===== config.mk =====
export PLATFORM = sky130hd
export DESIGN_NAME = id_ex_reg
export DESIGN_NICKNAME = d
export VERILOG_FILES = /design/src/rtl/id_ex_reg.sv
export SDC_FILE = /design/constraint.sdc
export NUM_CORES = 1
export LEC_CHECK = 0
export CAP_MARGIN = 20
export CORE_UTILIZATION = 42
export DETAILED_ROUTE_END_ITERATION = 8
export PLACE_DENSITY = 0.81
export SLEW_MARGIN = 20
export SYNTH_ARGS = -nofsm -noshare
export SYNTH_HDL_FRONTEND = slang
export SYNTH_SLANG_ARGS = --single-unit
export TNS_END_PERCENT = 5

===== constraint.sdc =====
create_clock -name clk -period 2.8 [get_ports clk]
set_input_delay 0.28 -clock clk [delete_from_list [all_inputs] [get_ports clk]]
set_output_delay 0.28 -clock clk [all_outputs]
set_load 0.005 [all_outputs]

===== src/rtl/id_ex_reg.sv =====
// ID/EX pipeline register with load-use hazard detection and a saturating bubble counter.
// Latency: 1 cycle from id_* to ex_* on a normal capture.
// Backpressure: hold freezes ex_*; stall_out freezes PC and IF/ID on load-use or hold, unless flushing.
//
// Ports:
//   clk, reset                 core clock, synchronous active-high reset
//   id_*                       decoded instruction, operands and controls from ID
//   flush                      kill the ID instruction (bubble into EX)
//   hold                       downstream stall, keep EX contents
//   ex_*                       registered copy of the ID bundle presented to EX
//   stall_out                  freeze upstream stages (combinational)
//   bubble_cnt                 saturating count of inserted bubbles
module id_ex_reg #(
  parameter int DW    = 32,
  parameter int RW    = 5,
  parameter int CNT_W = 16
) (
  input  logic             clk,
  input  logic             reset,
  input  logic             id_valid,
  input  logic [DW-1:0]    id_pc_plus4,
  input  logic [DW-1:0]    id_rs_data,
  input  logic [DW-1:0]    id_rt_data,
  input  logic [DW-1:0]    id_imm_ext,
  input  logic [RW-1:0]    id_rs,
  input  logic [RW-1:0]    id_rt,
  input  logic [RW-1:0]    id_rd,
  input  logic             id_uses_rs,
  input  logic             id_uses_rt,
  input  logic             id_reg_write,
  input  logic             id_mem_read,
  input  logic             id_mem_write,
  input  logic             id_branch,
  input  logic             id_alu_src,
  input  logic [1:0]       id_mem_to_reg,
  input  logic [1:0]       id_reg_dst,
  input  logic [4:0]       id_alu_op,
  input  logic             flush,
  input  logic             hold,
  output logic             ex_valid,
  output logic [DW-1:0]    ex_pc_plus4,
  output logic [DW-1:0]    ex_rs_data,
  output logic [DW-1:0]    ex_rt_data,
  output logic [DW-1:0]    ex_imm_ext,
  output logic [RW-1:0]    ex_rs,
  output logic [RW-1:0]    ex_rt,
  output logic [RW-1:0]    ex_rd,
  output logic             ex_reg_write,
  output logic             ex_mem_read,
  output logic             ex_mem_write,
  output logic             ex_branch,
  output logic             ex_alu_src,
  output logic [1:0]       ex_mem_to_reg,
  output logic [1:0]       ex_reg_dst,
  output logic [4:0]       ex_alu_op,
  output logic             stall_out,
  output logic [CNT_W-1:0] bubble_cnt
);

  logic load_use;
  logic insert_bubble;

  // A load in EX whose destination is read by the ID instruction; $zero never hazards.
  assign load_use = ex_valid & ex_mem_read & (ex_rt != '0) & id_valid &
                    ((id_uses_rs & (ex_rt == id_rs)) | (id_uses_rt & (ex_rt == id_rt)));

  assign stall_out = (load_use | hold) & ~flush;

  // hold outranks load_use, so a held load-use does not bubble (or count) until hold drops.
  assign insert_bubble = flush | (~hold & load_use);

  always_ff @(posedge clk) begin
    if (reset || insert_bubble) begin
      ex_valid      <= 1'b0;
      ex_pc_plus4   <= '0;
      ex_rs_data    <= '0;
      ex_rt_data    <= '0;
      ex_imm_ext    <= '0;
      ex_rs         <= '0;
      ex_rt         <= '0;
      ex_rd         <= '0;
      ex_reg_write  <= 1'b0;
      ex_mem_read   <= 1'b0;
      ex_mem_write  <= 1'b0;
      ex_branch     <= 1'b0;
      ex_alu_src    <= 1'b0;
      ex_mem_to_reg <= '0;
      ex_reg_dst    <= '0;
      ex_alu_op     <= '0;
    end else if (!hold) begin
      ex_valid      <= id_valid;
      ex_pc_plus4   <= id_pc_plus4;
      ex_rs_data    <= id_rs_data;
      ex_rt_data    <= id_rt_data;
      ex_imm_ext    <= id_imm_ext;
      ex_rs         <= id_rs;
      ex_rt         <= id_rt;
      ex_rd         <= id_rd;
      // Architectural side effects are suppressed for a non-instruction.
      ex_reg_write  <= id_reg_write & id_valid;
      ex_mem_read   <= id_mem_read & id_valid;
      ex_mem_write  <= id_mem_write & id_valid;
      ex_branch     <= id_branch & id_valid;
      ex_alu_src    <= id_alu_src;
      ex_mem_to_reg <= id_mem_to_reg;
      ex_reg_dst    <= id_reg_dst;
      ex_alu_op     <= id_alu_op;
    end
  end

  always_ff @(posedge clk) begin
    if (reset) begin
      bubble_cnt <= '0;
    end else if (insert_bubble && (bubble_cnt != {CNT_W{1'b1}})) begin
      bubble_cnt <= bubble_cnt + CNT_W'(1);
    end
  end

endmodule


# Word-level counts from Yosys, hierarchy flattened
# Cells that the tools add are included.
classes:
  add_sub_neg: 1
  n_eq_ne: 3
  n_bitwise: 17
  reduce_logical: 3
op_table:
  columns: ["op", "count"]
  rows:
  - ["$add 16x1->16 const B", 1]
  - ["$ne 16x16->1 const B", 1]
  - ["$and 1x1->1", 12]
  - ["$eq 5x5->1", 2]
  - ["$reduce_bool 5->1", 1]
  - ["$or 1x1->1", 3]
  - ["$not 1->1", 2]
  - ["$logic_and 1x1->1", 1]
  - ["$logic_or 1x1->1", 1]
word_totals:
  register_bits: 174
  input_bits: 164
  elab_cells: 41

# Depth between registers and ports, before layout
# Gate-level depths: netlist of run 1.
logic_depth:
  word_depth: 7
  depth_mapped: 9

# Least setup slack after synthesis of run 1
# Ideal clock, no wire load.
synth_path:
  kind: "reg-to-reg"
  from: "register ex_rt[0]"
  to: "register bubble_cnt[1]"
  setup_time_ns: 0.128
  arrival_time_ns: 1.843
  required_ns: 2.672
  path_slack_ns: 0.829
  stages_incl_launch_ff: 9
  n_path_buf: 2
  path_cell_list: "dfxtp_1 or4_1 o21ai_2 a211oi_1 a21oi_1 buf_4 buf_6 mux2i_1 nor2_1"
synth_via:
  elab_chain_len: 7
synth_lines:
  columns: ["element", "line", "source"]
  rows:
  - ["from (decl)", "46", "output logic [RW-1:0] ex_rt,"]
  - ["from (signal assigned)", "97", "ex_rt <= id_rt;"]
  - ["$eq 5x5->1 or $reduce_bool 5->1 (tied branches)", "65, 64", null]
  - ["$and 1x1->1 (on tied branches)", "65, 64", null]
  - ["$or 1x1->1 or $and 1x1->1 (tied branches)", "65, 64", null]
  - ["$and 1x1->1 *", "64", "assign load_use = ex_valid & ex_mem_read & (ex_rt != '0) & id_valid &"]
  - ["$and 1x1->1 *", "70", "assign insert_bubble = flush | (~hold & load_use);"]
  - ["$or 1x1->1 *", "70", null]
  - ["$logic_and 1x1->1 *", "114", "end else if (insert_bubble && (bubble_cnt != {CNT_W{1'b1}})) begin"]
  - ["to (signal assigned)", "115", "bubble_cnt <= bubble_cnt + CNT_W'(1);"]
  - ["to (decl)", "57", "output logic [CNT_W-1:0] bubble_cnt"]
# Mark *: on every way between the ends. The rest lies on a longest branch, timed or not.
# A chain may end at the register's enable or synchronous reset.

# Worst setup path in the final report of run 1
layout_path:
  from: "register ex_rt[0]"
  to: "output stall_out"
layout_via:
  elab_chain_len: 6
layout_lines:
  columns: ["element", "line", "source"]
  rows:
  - ["$eq 5x5->1 or $reduce_bool 5->1 (tied branches)", "65, 64", null]
  - ["$and 1x1->1 (on tied branches)", "65, 64", null]
  - ["$or 1x1->1 or $and 1x1->1 (tied branches)", "65, 64", null]
  - ["$and 1x1->1 *", "64", null]
  - ["$or 1x1->1 *", "67", "assign stall_out = (load_use | hold) & ~flush;"]
  - ["$and 1x1->1 *", "67", null]
  - ["to (decl)", "56", "output logic stall_out,"]
# Marked as above.

==> results of run 1 <==
final timing paths:
check	slack [ps]	endpoint	start	cells past startpoint
hold / removal	420	ex_pc_plus4[19]$_SDFFE_PP0N_	hold	3
hold reg to reg	500	ex_rs_data[14]$_SDFFE_PP0N_	ex_rs_data[14]$_SDFFE_PP0N_	2
setup / recovery	180	stall_out	ex_rt[0]$_SDFFE_PP0N_	6
setup reg to reg	620	ex_rt_data[21]$_SDFFE_PP0N_	ex_rt[0]$_SDFFE_PP0N_	8
cells in the final DEF, fill, tap and decap left out, types with 2 or more instances in the layout:
cell / n
clkdlybuf4s50_1: 337
dfxtp_1: 174
mux2i_1: 154
nor2_4: 100
nor2_1: 62
clkbuf_16: 17
a21oi_1: 15
buf_4: 11
xnor2_1: 10
or3_1: 10
o21ai_0: 9
buf_12: 9
nand2_1: 8
nand3_1: 7
and3_1: 5
and2_1: 5
or4_1: 4
a22oi_1: 4
o31ai_1: 3
inv_6: 3
clkinvlp_4: 3
clkbuf_8: 3
nand4_1: 2
clkbuf_1: 2
clkinv_4: 2
bufinv_16: 2
per-layer routing:
metal	wire length (um)	GRT usage
met1	7170	0.217
met4	505	0.0936
met3	1440	0.0661
met5	13	0
met2	10000	0.385
power breakdown:
part,leakage [nW],internal [mW],switching [mW]
Sequential,1.42,2.55,0.0447
Clock,0.281,1.37,1.01
Combinational,2.69,0.509,0.348
layout make-up:
class	instances	area, um^2
fill	1329	5680
clock buffer	21	460
tap	225	282
sequential	174	3480
clock inverter	11	131
timing repair buffer	358	3650
multi-input combinational	415	3540
inverter	1	3.75
worst register-to-register path, cell delays in order (launching register included):
cell      delay, ps
dfxtp_1         380
or4_1           550
o21ai_2         190
nor2_2           70
a21oi_4         280
nand2b_4        110
buf_12          210
buf_4           230
nor2_4          100
logic make-up after synthesis:
| logic type | share of synthesized area |
|---|---|
| and+or+nand+nor | 0.221 |
| DFF | 0.471 |
| muxes | 0.208 |
| buffers and inverters | 0.0509 |
| AOI/OAI and AO/OA | 0.0342 |
| xor gates and xnor gates | 0.0130 |
| adders and majority gates | 0.00169 |
==> metrics.md, run 1 <==
| Metric | Value |
|---|---|
| Peak supply drop | 402 uV |
| Overall Global Routing Usage | 0.210 |
| Most frequent cell after synthesis | dfxtp_1 |
| Layout Nets | 1132 |
| Slew @ Worst Pin | 717 ps |
| Clk sinks | 174 |
| Total wire length | 19100 um |
| Clock slew at reported path FFs | 70 ps |
| Number of max-cap violations | 0 |
| Crit-path max FO | 5 |
| Yosys warning total | 0 |
| First-pass GRT wire length | 29400 um |
| Biggest cell delay along the critical path | 550 ps |
| Async SR Flop Fraction | 0 |
| Setup bufs post-CTS | 0 |
| Vias in the first global route | 5757 |
| Synth top area share | 0.471 |
| Sequential share of the synthesized area | 0.471 |
| Leakage power figure | 4.39 nW |
| Share of cells above drive strength 1 | 0.159 |
| Vias per inst | 4.76 |
| Setup_tns | 0 ps |
| DP Cell Count | 1173 |
| Layout area overhead | 56.2% |
| Top_reg_cell synth | dfxtp_1 |
| Final Util | 0.670 |
| Placed inst area | 0.0110 mm^2 |
| Pre-CTS setup slack | 400 ps |
| Min-Delay Path Class | input port to register |
| Area leader, netlist | dfxtp_1 |
| Synthesized area | 0.00740 mm^2 |
| Endpoint type of the worst setup path | output pin |
| Fin crit share | 0.935 |
| Top cells by count, synth | dfxtp_1, mux2i_1, nor2_4 |
| Initial antenna violation count | 1 |
| Syn_area_per_cell | 11.7 um^2 |
| WP data arrival | 2340 ps |
| Pin count of the biggest net entering global routing | 102 |
| Final Cell Area | 0.0116 mm^2 |
| Minimum clock period | 2620 ps |
| Hold Fails Final Rpt | 0 |
| Status | finished, final reports clean |
| Htree depth | 4 |
| Vias | 5732 |
| Starting Density | 0.429 |
| Slew margin rel. | 0.522 |
| Routed WL per cell | 15.9 um |
| Mapped Nets | 795 |
| Row Count | 48 |
| Fmax | 382 MHz |
| Final hold slack | 423 ps |
| Final-report setup violation count | 0 |
| Core ar. | 0.0172 mm^2 |
| Distinct cells, synth | 40 |
| Number of DRC markers in iteration 0 | 157 |
| Slew Limit Fails | 0 |
| WP data required | 2520 ps |
| Crit-path slowest cell | or4_1 |
| Die width | 135 um |
| Fin Clk Skew | 12.7 ps |
| Worst-Skew Late Latency | 430 ps |
| DP Wirelength | 14300 um |
| Worst-path cell chain | or4_1 -> o21ai_2 -> and2b_1 -> nor2_1 -> nor2_1 -> clkdlybuf4s50_1 |
| WP buf/inv | 1 |
| Worst-case clock buffer depth | 2 |
| RSZ-0062 raised after global routing | no |
| Crit path kind | register to output pin |
| N_diodes | 0 |
| Top Family by Delay on Critical Path | simple AND/OR/NAND/NOR gates |
| Cts repair resizes | 0 |
| Total power | 5.84 mW |
| Port bufs | 338 |
| Grt total ovfl | 0 |
| Ranking of synthesized cells by area | dfxtp_1, mux2i_1, nor2_4 |
| DR DRC count | 0 |
| Die ar. | 0.0181 mm^2 |
| EDFF count, synth | 0 |
| Root buffer cell | clkbuf_16 |
| Crit path setup slack, layout | 183 ps |
| Seq cells post-synth | 174 |
| RD Place Congestion | 0.814 |
| Crit path top cell by count | nor2_1 |
| Die height | 135 um |
| Pwr Density | 506 mW/mm^2 |
| Num ports | 339 |
| CTS tree | yes |
| CP Launch Type | register |
| Pre-antenna DRT Iters | 4 |
| DRT antenna net count | 0 |
| Gate Count Post-Synth | 630 |
| CTS buffer count | 17 |
| # hold bufs at CTS | 0 |
| Final instance count without filler cells | 1205 |
Power figures use the tool's default switching activity.
==> inputs of run 2 (changes only) <==
Settings changed: CORE_ASPECT_RATIO from default to 0.5, CORE_UTILIZATION 42 to 38, PLACE_DENSITY 0.81 to 0.77, SLEW_MARGIN 20 to 0.
Clock period 2.8 ns to 2.2 ns, I/O delays scaled along.
==> run 2 against run 1 <==
Combinational power increased by 33%. Critical path depth stayed put. Final cell count is 4.3% higher. Hold slack got worse by 280 ps. Global-route usage is 1.8 points lower. Via count increased by 0.73%. Highest routed layer is now met4.
==> metrics.md, run 2 (same netlist as run 1, synthesis figures left out) <==
| Metric | Value |
|---|---|
| Status | finished, final reports clean |
| Number of max-cap violations | 0 |
| Initial antenna violation count | 0 |
| RD Place Congestion | 0.813 |
| Fin Clk Skew | 14.3 ps |
| Starting Density | 0.395 |
| Routed WL per cell | 15.6 um |
| Vias | 5774 |
| Peak supply drop | 445 uV |
| Pre-antenna DRT Iters | 4 |
| DRT antenna net count | 0 |
| Layout area overhead | 59.7% |
| DRT met1 WL | 7840 um |
| Met2 WL | 10300 um |
| Crit path top cell by count | nor2_1 |
| First-pass GRT wire length | 29900 um |
| Worst-case reg-to-reg path depth | 9 |
| N_diodes | 0 |
| Clock slew at reported path FFs | 60 ps |
| Slew @ Worst Pin | 708 ps |
| Vias per inst | 4.59 |
| Endpoint type of the worst setup path | output pin |
| Worst-case clock buffer depth | 2 |
| Worst-path cell chain | or4_4 -> o21ai_2 -> and2b_1 -> nor2_1 -> nor2_1 -> buf_2 |
| DR WL met3 | 1060 um |
| Min-Delay Path Class | input port to register |
| Biggest cell delay along the critical path | 540 ps |
| Most frequent cells in the layout | clkdlybuf4s50_1, dfxtp_1, mux2i_1 |
| Pwr Density | 627 mW/mm^2 |
| Crit-path max FO | 4 |
| Minimum clock period | 2130 ps |
| Final Util | 0.630 |
| CP Launch Type | register |
| Die ar. | 0.0201 mm^2 |
| Total wire length | 19600 um |
| Fin crit share | 0.967 |
| Final-report setup violation count | 0 |
| DP Cell Count | 1222 |
| Grt total ovfl | 0 |
| Hold Fails Final Rpt | 0 |
| Setup_tns | 0 ps |
| Slew margin rel. | 0.528 |
| DR top layer | met4 |
| Die height | 101 um |
| Leakage power figure | 4.51 nW |
| WP data arrival | 1910 ps |
| Layout Nets | 1151 |
| DP Wirelength | 15100 um |
| Worst-Skew Late Latency | 420 ps |
| Crit path kind | register to output pin |
| Core ar. | 0.0187 mm^2 |
| Most common cell after layout, fill and taps aside | clkdlybuf4s50_1 |
| Clk sinks | 174 |
| Share of cells above drive strength 1 | 0.180 |
| Overall Global Routing Usage | 0.192 |
| CTS buffer count | 17 |
| Pin count of the biggest net entering global routing | 102 |
| Row Count | 35 |
| Fmax | 470 MHz |
| Die width | 199 um |
| CTS tree | yes |
| WP data required | 1980 ps |
| Crit path setup slack, layout | 73.6 ps |
| Num ports | 339 |
| Vias in the first global route | 5744 |
| Crit-path slowest cell | or4_4 |
| # hold bufs at CTS | 0 |
| Final instance count without filler cells | 1257 |
| Hold-critical path depth | 3 |
| Slew Limit Fails | 0 |
| Number of DRC markers in iteration 0 | 151 |
| Pre-CTS setup slack | -237 ps |
| DR DRC count | 0 |
| Root buffer cell | clkbuf_16 |
| Port bufs | 338 |
| Htree depth | 4 |
## run 2: metrics by stage
step | cell area [um^2] | power [mW] | hold slack [ps]
detailed placement | 11200 | 4.52 | 487
global route | 11800 | 7.72 | 130
finish | 11800 | 7.41 | 142
CTS | 11800 | 7.51 | 126
floorplan | 7400 | 3.91 | 364
global placement | 11200 | 4.49 | 475
## run 2: area by class of cell
cell class,instances,area [um^2]
flip-flops and latches,174,3490
well taps,259,324
clock buffers,22,464
fillers,1569,6930
clock inverters,9,110
multi-input cells,415,3560
repair buffers,377,3860
inverters,1,3.75
## run 2: final timing paths
check                                     from                           end  slack, ps
setup / recovery         ex_rt[0]$_SDFFE_PP0N_                     stall_out         70
hold / removal                            hold   ex_imm_ext[31]$_SDFFE_PP0N_        140
setup reg to reg         ex_rt[0]$_SDFFE_PP0N_   bubble_cnt[13]$_SDFFE_PP0P_         80
hold reg to reg   ex_pc_plus4[15]$_SDFFE_PP0N_  ex_pc_plus4[15]$_SDFFE_PP0N_        490
## run 2: layer usage
layer | vias up | global-route usage
li1 | 2857 | -
met1 | 2733 | 0.217
met2 | 156 | 0.354
met3 | 28 | 0.0458
met4 | 0 | 0.0646
met5 | - | 0
## run 2: what timing repair did
| action | CTS | global route |
|---|---|---|
| pin swaps | 1 | 2 |
| buffers inserted | 2 | 2 |
| endpoints found under the setup margin | 2 | 106 |
| gates resized for setup | 8 | 3 |
## run 2: report_power, final
group          switching, mW  internal, mW  total (mW)
Combinational          0.460         0.684        1.14
Sequential            0.0523          3.25        3.30
Clock                   1.23          1.73        2.96
## run 2: worst max-delay path, delay by kind of cell (launching register included)
kind                   cells  cell delay, ps
flip-flops                 1             350
AO/OA/AOI/OAI              1             150
buffers and inverters      1             130
AND/OR/NAND/NOR            4             860
==> RTL change 1 (flow settings as in run 1) <==
Change the parameter `RW` from 5 to 6.
--- a/src/rtl/id_ex_reg.sv
+++ b/src/rtl/id_ex_reg.sv
@@ -12,7 +12,7 @@
 //   bubble_cnt                 saturating count of inserted bubbles
 module id_ex_reg #(
   parameter int DW    = 32,
-  parameter int RW    = 5,
+  parameter int RW    = 6,
   parameter int CNT_W = 16
 ) (
   input  logic             clk,
Ports: changed (6 resized); port bits go from 339 to 345. The function was not compared with the original's and may differ.
==> RTL change 1 against run 1 <==
  * Sequential cell count up 3
  * Power down 1.6%
  * Setup slack better by 0.098 ns
  * Sequential power up 2%
  * Combinational power down 15%
  * Wire length up 2.7%
  * Final area down 6.2%
  * Synthesized area down 11%
  * Largest cell class unchanged
  * Largest power group unchanged
==> RTL change 1: results (changes against run 1) <==
| Metric | Value |
|---|---|
| Worst-margin pin slew | 0.4699 ns (-0.2474 ns) |
| Share of layout cells above drive strength 1 | 4.878% (-11 points) |
| Fillers | 1164 (-12%) |
| Syn Area/Cell | 10.22 sq um (-13%) |
| Hold EP | ex_rs[0] |
| R2R setup slack | 0.51 ns (-0.11 ns) |
| DRT iter0 DRCs | 249 (+59%) |
| Routed WL per cell | 16.44 um (+3.5%) |
| Largest cells by area after synthesis | dfxtp_1, mux2i_1, nor2_1 |
| Worst flop-to-flop path startpoint | ex_rt[3] |
| Gpl congestion | 0.7649 (-6.0%) |
| Setup Skew | 0.009418 ns (-0.003331 ns) |
| Vias in the first global route | 5680 (-1.3%) |
| Global-route usage over all layers | 23.98% (+3.0 points) |
| Worst Path Arrival | 2.24 ns (-0.10 ns) |
| Number of port buffers | 344 (+1.8%) |
| Synth unique cells | 35 (-13%) |
| Hpwl dp | 14450 um (+1.2%) |
| Status | finished clean |
| CP max stage cell | clkdlybuf4s50_1 |
| Worst Reg-to-Reg Cells | 7 (-1) |
| Setup WS pre-CTS | 0.2462 ns (-0.1535 ns) |
| Hold WS | 0.4545 ns (+0.03125 ns) |
| Sequential-to-total area share from yosys stat | 53.85% (+6.8 points) |
| Final nets | 1139 (+0.62%) |
| RR Endpoint | bubble_cnt[2] |
| Leak | 4.348 nW (-0.95%) |
-- RTL change 1: cell count changes after synthesis, sizes merged, moves of 3 or more --
cell    change
o31ai       +7
o21ai       -6
or4         +6
and2        -3
clkbuf     +11
or3         -5
buf         -8
dfxtp       +3
-- RTL change 1: report_power, final --
part	leakage (nW)	total, mW	switching (mW)	internal [mW]
clock	0.285	2.38	0.989	1.39
sequential	1.44	2.64	0.0458	2.60
combinational	2.62	0.728	0.259	0.469
total	4.35	5.75	1.29	4.45
-- RTL change 1: worst max-delay path, delay by kind of cell (launching register included) --
family,cells,cell delay (ns)
buffers and inverters,1,0.53
flip-flops,1,0.50
AND/OR/NAND/NOR,2,0.26
AO/OA/AOI/OAI,2,0.37
XOR/XNOR,1,0.16
-- RTL change 1: cells by family (layout without fill, tap and decap cells) --
kind of cell,count (synthesis),in the layout,share of synthesized area [%]
AND/OR/NAND/NOR,212,212,14.09
buffers and inverters,46,386,2.833
AO/OA/AOI/OAI,39,39,3.537
multiplexers,157,157,23.90
flip-flops,177,177,53.85
XOR/XNOR,12,12,1.597
adder cells (fa/ha/maj),1,1,0.1901
-- RTL change 1: final cells by class --
type                            instances  area [sq um]  share of cell area, %
Inverter                                3         11.26                 0.1039
Tap cell                              211         264.0                  2.435
Clock buffer                           20         466.7                  4.304
Sequential cell                       177          3543                  32.68
Timing Repair Buffer                  351          3562                  32.85
Clock inverter                         12         131.4                  1.212
Multi-Input combinational cell        421          2864                  26.41
-- RTL change 1: routing by layer --
metal | wire (um) | GRT usage, % | share of wire [%]
met5 | 0 | 0 | 0
met4 | 514 | 10.29 | 2.6
met1 | 7864 | 26.27 | 40
met3 | 1642 | 9.296 | 8.4
met2 | 9620 | 41.34 | 49
==> RTL change 2 (flow settings as in run 1) <==
Made on the original files. Put one more register stage on the output `bubble_cnt`, with the module's reset. The value now appears one clock later. The other outputs are not delayed to match.
--- a/src/rtl/id_ex_reg.sv
+++ b/src/rtl/id_ex_reg.sv
@@ -57,6 +57,8 @@
   output logic [CNT_W-1:0] bubble_cnt
 );
 
+  logic [CNT_W-1:0] bubble_cnt_s0;
+
   logic load_use;
   logic insert_bubble;
 
@@ -110,9 +112,17 @@
 
   always_ff @(posedge clk) begin
     if (reset) begin
+      bubble_cnt_s0 <= '0;
+    end else if (insert_bubble && (bubble_cnt_s0 != {CNT_W{1'b1}})) begin
+      bubble_cnt_s0 <= bubble_cnt_s0 + CNT_W'(1);
+    end
+  end
+
+  always_ff @(posedge clk) begin
+    if (reset) begin
       bubble_cnt <= '0;
-    end else if (insert_bubble && (bubble_cnt != {CNT_W{1'b1}})) begin
-      bubble_cnt <= bubble_cnt + CNT_W'(1);
+    end else begin
+      bubble_cnt <= bubble_cnt_s0;
     end
   end
 
Formal check against the unedited RTL: not equivalent (a bounded check fails within 4 cycles, from zero or initial values and one cycle with reset high).
==> RTL change 2 against run 1 <==
  * Die area increased by 3.2%
  * Power rose by 5.7%
  * Clock skew is 0.00089 ns lower
  * Wire length is 4.8% higher
  * Count of clock-buffer cells in the layout down 2
  * Sequential cell count is 16 higher
  * Setup slack got worse by 0.023 ns
  * Register-to-register slack got worse by 0.27 ns
  * Synthesized area grew 3.3%
  * Final area increased by 2.3%
  * Via count grew 0.65%
  * Synthesized cell count up 5.1%
  * Largest power group unchanged
==> RTL change 2: results (changes against run 1) <==
| Metric | Value |
|---|---|
| Worst Reg-to-Reg Cells | 7 (-1) |
| First-pass GRT wire length | 30390 um (+3.4%) |
| CP max stage cell | clkdlybuf4s50_1 |
| Synth Area in Adders | 0.1637% (-0.0054 points) |
| Hold Fails Final Rpt | 0 (unchanged) |
| Synth cell count leaders | dfxtp_1, mux2i_1, nor2_1, nor2_4, clkbuf_1 |
| Vias post-DR | 5769 (+0.65%) |
| Worst flop-to-flop path startpoint | ex_rt[1] |
| Synth Area in Compound Gates | 1.670% (-1.7 points) |
| GRT met1 Usage | 22.69% (+0.95 points) |
| Worst Path Arrival | 2.36 ns (+0.02 ns) |
| Metal-1 WL | 7646 um (+6.6%) |
| Top layer in use | met5 |
| Worst-margin pin slew | 0.8352 ns (+0.1178 ns) |
| Share of layout cells above drive strength 1 | 14.00% (-1.9 points) |
| WL met3 | 1914 um (+33%) |
| Synth unique cells | 41 (+2.5%) |
| HP Class | input port to flip-flop |
| DRT iter0 DRCs | 234 (+49%) |
| Peak supply drop | 403.9 uV (+0.56%) |
| Post-cts sizing count | 0 (unchanged) |
| Leak | 4.572 nW (+4.1%) |
| Number of setup buffers added after CTS | 0 (unchanged) |
| Routed wl met2 | 10160 um (+1.7%) |
| Sequential-to-total area share from yosys stat | 49.77% (+2.7 points) |
| Power in sequential cells | 2.82 mW (+8.5%) |
| Largest cells by area after synthesis | dfxtp_1, mux2i_1, nor2_4 |
| Switching Power | 1.492 mW (+6.0%) |
| Setup WS pre-CTS | 0.2711 ns (-0.1286 ns) |
| CP Launch Point | ex_rt[3] |
| Gpl congestion | 0.8282 (+1.7%) |
| Clk Latency, worst-skew pair | 0.43 ns (about the same) |
| Hold_sp | id_pc_plus4[1] |
| Global-route usage over all layers | 21.41% (+0.44 points) |
| R2R setup slack | 0.35 ns (-0.27 ns) |
| Pin count of the biggest net entering global routing | 117 (+15%) |
| Crit share post-route | 94.26% (+0.81 points) |
| XOR/XNOR Fraction of Synth Area | 1.146% (-0.16 points) |
| GRT met3 Usage | 8.741% (+2.1 points) |
| Setup Skew | 0.01186 ns (-0.0008871 ns) |
| Hold WS | 0.4514 ns (+0.02809 ns) |
| Hold EP | ex_pc_plus4[1] |
| Hpwl dp | 15060 um (+5.5%) |
| M2 GR Usage | 38.49% (about the same) |
| Mux cell area share after synthesis | 21.66% (+0.82 points) |
| Status | finished clean |
| RR Endpoint | ex_rt_data[6] |
| Top cell family by delay on the critical path | buffers and inverters |
| Syn_nets | 827 (+4.0%) |
| Vias in the first global route | 5868 (+1.9%) |
| Power share of the sequential group | 45.7% (+1.2 points) |
| Initial antenna violation count | 3 (+2) |
| Clock power share | 40.9% (about the same) |
RTL change 2: cell count changes in the layout (fill, tap and decap cells not counted), sizes merged, moves of 4 or more:
cell	delta
nand4	+4
mux2	+9
nor3	+7
or3	-7
o21ai	-5
nor2	+9
dfxtp	+16
nor2b	+17
inv	+6
buf	-5
a21oi	-10
RTL change 2: final cells by class:
class / instances / area, sq um
Multi-Input combinational cell: 429 / 3501
Inverter: 3 / 11.26
Fill cell: 1405 / 5714
Clock buffer: 19 / 452.9
Clock inverter: 13 / 170.2
Antenna cell: 1 / 2.502
Sequential cell: 190 / 3804
Timing Repair Buffer: 353 / 3600
Tap cell: 225 / 281.5
RTL change 2: worst min-delay path, delay by kind of cell:
kind	cells	cell delay (ns)
simple gates	1	0.05
mux	1	0.12
buf+inv	1	0.39
RTL change 2: stage by stage:
stage / area [sq um] / std cells
detailed placement: 11200 / 1200
CTS: 11820 / 1232
floorplan: 7642 / 662
finish: 11820 / 1233
global route: 11820 / 1233
global placement: 11200 / 1200
